## config.mk

```make
export PLATFORM = sky130hd
export DESIGN_NAME = pet_stats_engine
export DESIGN_NICKNAME = d
export VERILOG_FILES = /design/src/rtl/pet_stats_engine.sv
export SDC_FILE = /design/constraint.sdc
export NUM_CORES = 1
export LEC_CHECK = 0
export CORE_MARGIN = 10
export CORE_UTILIZATION = 35
export DETAILED_ROUTE_END_ITERATION = 16
export SYNTH_ARGS = -nofsm -noshare
export SYNTH_HDL_FRONTEND = slang
export SYNTH_SLANG_ARGS = --single-unit
```

## constraint.sdc

```tcl
create_clock -name clk -period 4.5 [get_ports clk]
set_input_delay 0.675 -clock clk [delete_from_list [all_inputs] [get_ports clk]]
set_output_delay 0.675 -clock clk [all_outputs]
set_load 0.005 [all_outputs]
```

## src/rtl/pet_stats_engine.sv

```systemverilog
// rtl/pet_stats_engine.sv - pet statistics core: decaying saturating stats, action handshake, death latch
//
// Holds NUM_STATS saturating counters. A prescaler produces a decay tick every
// TICK_DIV enabled cycles. Each tick starts a scan that decrements one stat per
// cycle, then a one-cycle check that latches DEAD when enough stats are zero.
// Player actions replenish a stat through a valid/ready handshake.
//
// Optional feature macro: STATS_RAND_DECAY_EN
//   defined   : during a scan, stat[idx] decrements only when rand_in[idx % 8] is 1
//   undefined : every stat decrements once per scan, rand_in is ignored
//
// Ports:
//   clk          in   clock
//   rst_n        in   asynchronous active-low reset
//   ena          in   prescaler advance enable
//   rand_in      in   [7:0] random byte (used only with STATS_RAND_DECAY_EN)
//   action_valid in   action request
//   action_id    in   [2:0] stat index to replenish
//   action_ready out  action can be accepted this cycle (combinational)
//   action_err   out  one-cycle pulse after an accepted out-of-range action_id
//   stats_flat   out  [NUM_STATS*STAT_W-1:0] stat i at [i*STAT_W +: STAT_W]
//   critical     out  [NUM_STATS-1:0] registered stat <= CRIT_LEVEL flags
//   tick         out  one-cycle pulse after each prescaler wrap
//   alive        out  0 once the pet is dead
module pet_stats_engine #(
  parameter int NUM_STATS   = 6,
  parameter int STAT_W      = 4,
  parameter int TICK_DIV    = 10_000_000,
  parameter int ACTION_STEP = 3,
  parameter int COST_IDX    = 4,
  parameter int CRIT_LEVEL  = 2,
  parameter int DEATH_ZEROS = 3
) (
  input  logic                          clk,
  input  logic                          rst_n,
  input  logic                          ena,
  input  logic [7:0]                    rand_in,
  input  logic                          action_valid,
  input  logic [2:0]                    action_id,
  output logic                          action_ready,
  output logic                          action_err,
  output logic [NUM_STATS*STAT_W-1:0]   stats_flat,
  output logic [NUM_STATS-1:0]          critical,
  output logic                          tick,
  output logic                          alive
);

  localparam int IDX_W = $clog2(NUM_STATS);
  localparam int CNT_W = $clog2(TICK_DIV);

  localparam logic [STAT_W-1:0] STAT_MAX     = {STAT_W{1'b1}};
  localparam logic [STAT_W:0]   STAT_MAX_EXT = {1'b0, STAT_MAX};
  localparam logic [STAT_W:0]   STEP_EXT     = (STAT_W+1)'(ACTION_STEP);
  localparam logic [STAT_W-1:0] CRIT_VAL     = STAT_W'(CRIT_LEVEL);
  localparam logic [CNT_W-1:0]  CNT_LAST     = CNT_W'(TICK_DIV - 1);
  localparam logic [IDX_W-1:0]  IDX_LAST     = IDX_W'(NUM_STATS - 1);
  localparam logic [3:0]        NUM_STATS_4  = 4'(NUM_STATS);
  localparam logic [2:0]        COST_ID3     = 3'(COST_IDX);
  localparam logic [3:0]        DEATH_Z4     = 4'(DEATH_ZEROS);

  typedef enum logic [1:0] {
    S_IDLE,
    S_SCAN,
    S_CHECK,
    S_DEAD
  } state_e;

  state_e               state_q;
  logic [IDX_W-1:0]     idx_q;
  logic [CNT_W-1:0]     cnt_q;
  logic [STAT_W-1:0]    stats_q [NUM_STATS];
  logic [STAT_W-1:0]    stats_d [NUM_STATS];
  logic [NUM_STATS-1:0] crit_q;
  logic                 tick_q;
  logic                 err_q;
  logic                 alive_q;

  logic                 wrap;
  logic                 action_fire;
  logic                 id_valid;
  logic                 dec_en;
  logic [3:0]           zero_cnt;

  function automatic logic [STAT_W-1:0] sat_dec(input logic [STAT_W-1:0] v);
    return (v == '0) ? v : v - 1'b1;
  endfunction

  function automatic logic [STAT_W-1:0] sat_add(input logic [STAT_W-1:0] v);
    logic [STAT_W:0] sum;
    sum = {1'b0, v} + STEP_EXT;
    return (sum > STAT_MAX_EXT) ? STAT_MAX : sum[STAT_W-1:0];
  endfunction

  // The prescaler is frozen once dead, so no wrap (and no tick) can occur there.
  assign wrap         = (cnt_q == CNT_LAST) && ena && (state_q != S_DEAD);
  // A wrap cycle starts a scan, so an action on that edge would collide with it.
  assign action_ready = (state_q == S_IDLE) && !wrap;
  assign action_fire  = action_valid && action_ready;
  assign id_valid     = ({1'b0, action_id} < NUM_STATS_4);

`ifdef STATS_RAND_DECAY_EN
  logic [2:0] rand_sel;
  assign rand_sel = 3'(idx_q);
  assign dec_en   = rand_in[rand_sel];
`else
  logic unused_rand;
  assign unused_rand = ^rand_in;
  assign dec_en      = 1'b1;
`endif

  always_comb begin
    zero_cnt = '0;
    for (int i = 0; i < NUM_STATS; i++) begin
      zero_cnt = zero_cnt + {3'b000, (stats_q[i] == '0)};
    end
  end

  // Scan and actions are mutually exclusive (ready is low outside IDLE).
  always_comb begin
    stats_d = stats_q;
    if (state_q == S_SCAN) begin
      if (dec_en) begin
        stats_d[idx_q] = sat_dec(stats_q[idx_q]);
      end
    end else if (action_fire && id_valid) begin
      stats_d[action_id[IDX_W-1:0]] = sat_add(stats_q[action_id[IDX_W-1:0]]);
      if (action_id != COST_ID3) begin
        stats_d[COST_IDX] = sat_dec(stats_q[COST_IDX]);
      end
    end
  end

  always_ff @(posedge clk or negedge rst_n) begin
    if (!rst_n) begin
      for (int i = 0; i < NUM_STATS; i++) begin
        stats_q[i] <= STAT_MAX;
      end
      state_q <= S_IDLE;
      idx_q   <= '0;
      cnt_q   <= '0;
      crit_q  <= '0;
      tick_q  <= 1'b0;
      err_q   <= 1'b0;
      alive_q <= 1'b1;
    end else begin
      stats_q <= stats_d;
      tick_q  <= wrap;
      err_q   <= action_fire && !id_valid;
      for (int i = 0; i < NUM_STATS; i++) begin
        crit_q[i] <= (stats_q[i] <= CRIT_VAL);
      end

      if ((state_q != S_DEAD) && ena) begin
        cnt_q <= wrap ? '0 : cnt_q + 1'b1;
      end

      case (state_q)
        S_IDLE: begin
          if (wrap) begin
            state_q <= S_SCAN;
            idx_q   <= '0;
          end
        end
        S_SCAN: begin
          if (idx_q == IDX_LAST) begin
            state_q <= S_CHECK;
          end else begin
            idx_q <= idx_q + 1'b1;
          end
        end
        S_CHECK: begin
          if (zero_cnt >= DEATH_Z4) begin
            state_q <= S_DEAD;
            alive_q <= 1'b0;
          end else begin
            state_q <= S_IDLE;
          end
        end
        default: begin
          state_q <= S_DEAD;
        end
      endcase
    end
  end

  for (genvar g = 0; g < NUM_STATS; g++) begin : g_flat
    assign stats_flat[g*STAT_W +: STAT_W] = stats_q[g];
  end

  assign critical   = crit_q;
  assign tick       = tick_q;
  assign action_err = err_q;
  assign alive      = alive_q;

endmodule
```

==> out/qor.yml <==
ys_ff_latch: 62
die_y_um: 126.7
cp_data_arrival_time_ns: 2.73
worst_ep_required_time_ns: 3.83
drc: 0
end_kind: "output pin"
worstSetupPathType: "input pin to output pin"
postCtsSetupBuffers: 0
drtAntennaViolNets: 0
grt_pass1_vias: 3335
cap_violations: 0
seq_area_frac_synth_pct: 39.75
track_usage_pct: 14.02
fin_area_um2: 4785
fill_cells: 1027
grt_antenna_before_repair: 0
syn_inst: 403
cts_tree: "built"
clock_skew_ns: 0.009676
syn-num-nets: 429
htreeDepth: 3
p_leak_uw: 0.001864
reg2regPathDepth: 10
ctsResizeCount: 0
grt_max_degree: 63
layout_commonest_cell: "nor2_1"
area_delta_synth_final_pct: 20.18
power_frac_comb_pct: 5.0
timing_hold_violations_final: 0
synth_edf_count: 0
dp_hpwl_um: 7988
fmaxAchievable_mhz: 293.9
ctsLongestPathBuffers: 2
initial_core_util_pct: 36.25
dr.pass1.iters: 5
grt_first_pass_wirelength_um: 18180
max_slew_margin_pct: 45.56
place_congestion: 0.9209
numCtsBuffers: 9
dp.cells: 571
place_area_um2: 4501
clk_pin_slew_ns: 0.05
ys_warn_count: 0
core_area_um2: 10980
yosys.cell_types.count: 68
io_buffers: 40
drtIter0Drc: 354
setup_violations: 0
crit_path_max_fanout: 11
synth_area_um2: 3981
final_cell_count_no_fill: 587
hold_buffers: 0
internal_power_uw: 1019
die-area_um2: 16040
clockRootBuffer: "clkbuf_16"
drt-total-wl_um: 11200
synthFlopType: "dfrtp_1"
finalSetupTns_ns: 0
hold_depth: 2
ir_drop_uv: 153.4
synth.avg_cell_area_um2: 9.879
fin_nets: 468
power_density_nw_per_um2: 275.1
worstSetupStartpointType: "input pin"
gr-total-overflow: 0
p_seq_share_pct: 43.7
p_sw_share_pct: 22.60
status: "finished, final reports clean"
clock_latency_ns: 0.33
rows: 38
antennaDiodeCount: 0
cts.sinks: 62
drive_gt1_share_pct: 16.55
hp-class: "register to register"
pwr-share-clk_pct: 51.3
worst_slew_pin_slew_ns: 0.8166
die_w_um: 126.7
min_period_ns: 3.403
power_switching_uw: 297.4
rsz0062_at_grt: "no"
async_reset_ff_share_pct: 100.0
vias: 3428
min_period_over_period_pct: 75.62
slew_violations: 0
final_cell_mix: "46 x nor2_1, 39 x clkdlybuf4s50_1, 37 x dfrtp_1"
wl_per_cell_um: 19.08
io_pins: 49
via_per_inst: 5.840
==> power groups by stage <==
| stage | Combinational, uW | Clock (uW) | Sequential, uW |
|---|---|---|---|
| CTS | 66.0 | 686 | 575 |
| floorplan | 37.5 | 0 | 582 |
| global placement | 64.5 | 0 | 583 |
| detailed placement | 65.7 | 0 | 584 |
| global route | 73.1 | 714 | 576 |
| finish | 65.3 | 675 | 575 |
==> kinds of logic (layout without fill, tap and decap cells) <==
logic type / after synthesis / count (layout) / synth area share, %
adders and majority gates: 11 / 11 / 4.023
buffers and inverters: 41 / 85 / 4.683
xor gates and xnor gates: 26 / 26 / 5.720
AOI/OAI and AO/OA: 94 / 94 / 19.08
and+or+nand+nor: 149 / 149 / 20.33
muxes: 20 / 20 / 6.411
DFF: 62 / 62 / 39.75
==> cell usage after synthesis, drive strengths merged, types with 9 or more instances <==
master,instances,area [um^2]
a211oi,9,67.56
dfstp,25,656.9
a21oi,11,55.05
buf,12,77.57
nand3,18,90.09
xnor2,19,166.4
a221o,19,195.2
o21ai,13,65.06
mux2i,9,93.84
nand2,20,75.07
inv,22,82.58
dfrtp,37,925.9
nor2,46,172.7
nand4,9,56.30
==> path summary, 6_finish.rpt <==
check	startpoint	to	slack (ns)
worst max-delay path	ena	action_ready	1.10
worst min-delay path	alive$_DFFE_PN1P_	alive$_DFFE_PN1P_	0.44
worst max register to register	stats_flat[0]$_DFFE_PN1P_	state_q[0]$_DFFE_PN0P_	1.13
worst min register to register	alive$_DFFE_PN1P_	alive$_DFFE_PN1P_	0.44
max in group asynchronous	rst_n	action_err$_DFF_PN0_	3.46
min in group asynchronous	rst_n	cnt_q[15]$_DFFE_PN0P_	0.49
==> routing by layer <==
layer / wire length, um / global-route usage (%) / up-vias
met4: 202 / 6.564 / 0
met3: 921 / 2.999 / 17
met1: 5083 / 18.99 / 1647
met2: 4994 / 20.78 / 160
met5: 0 / 0 / -
li1: - / - / 1604
==> critical path, cell delays in order <==
cell and delay (ns):
clkdlybuf4s50_1 0.48, a21boi_1 0.18, buf_4 0.19, nand4_1 0.29, o21ai_1 0.23, buf_4 0.19
inv_1 0.05, clkdlybuf4s50_1 0.44
==> state kept, by name, summed over array words and instances (netlist names) <==
name / flops
action_err: 1
idx_q: 3
cnt_q: 24
stats_flat: 24
tick: 1
critical: 6
alive: 1
state_q: 2
==> cell type report <==
cell class | instances | area [um^2] | area share, %
Clock buffer | 12 | 236.5 | 4.942
Clock inverter | 4 | 47.55 | 0.9937
Inverter | 22 | 82.58 | 1.726
Multi-Input combinational cell | 300 | 2212 | 46.23
Sequential cell | 62 | 1583 | 33.08
Tap cell | 140 | 175.2 | 3.661
Timing Repair Buffer | 47 | 447.9 | 9.362
==> stage by stage <==
step                      util [%]  power [uW]  hold slack, ns  setup slack [ns]
after floorplan                  -       619.2          0.3794             1.389
after global placement       40.98       648.0          0.4365            0.9079
after detailed placement     40.98       649.2          0.4344            0.8766
after CTS                    43.56        1327          0.4479             1.081
after global routing         43.56        1363          0.4555            0.8463
final                        43.56        1316          0.4424             1.097
No activity file was read; power rests on OpenSTA's default activity.
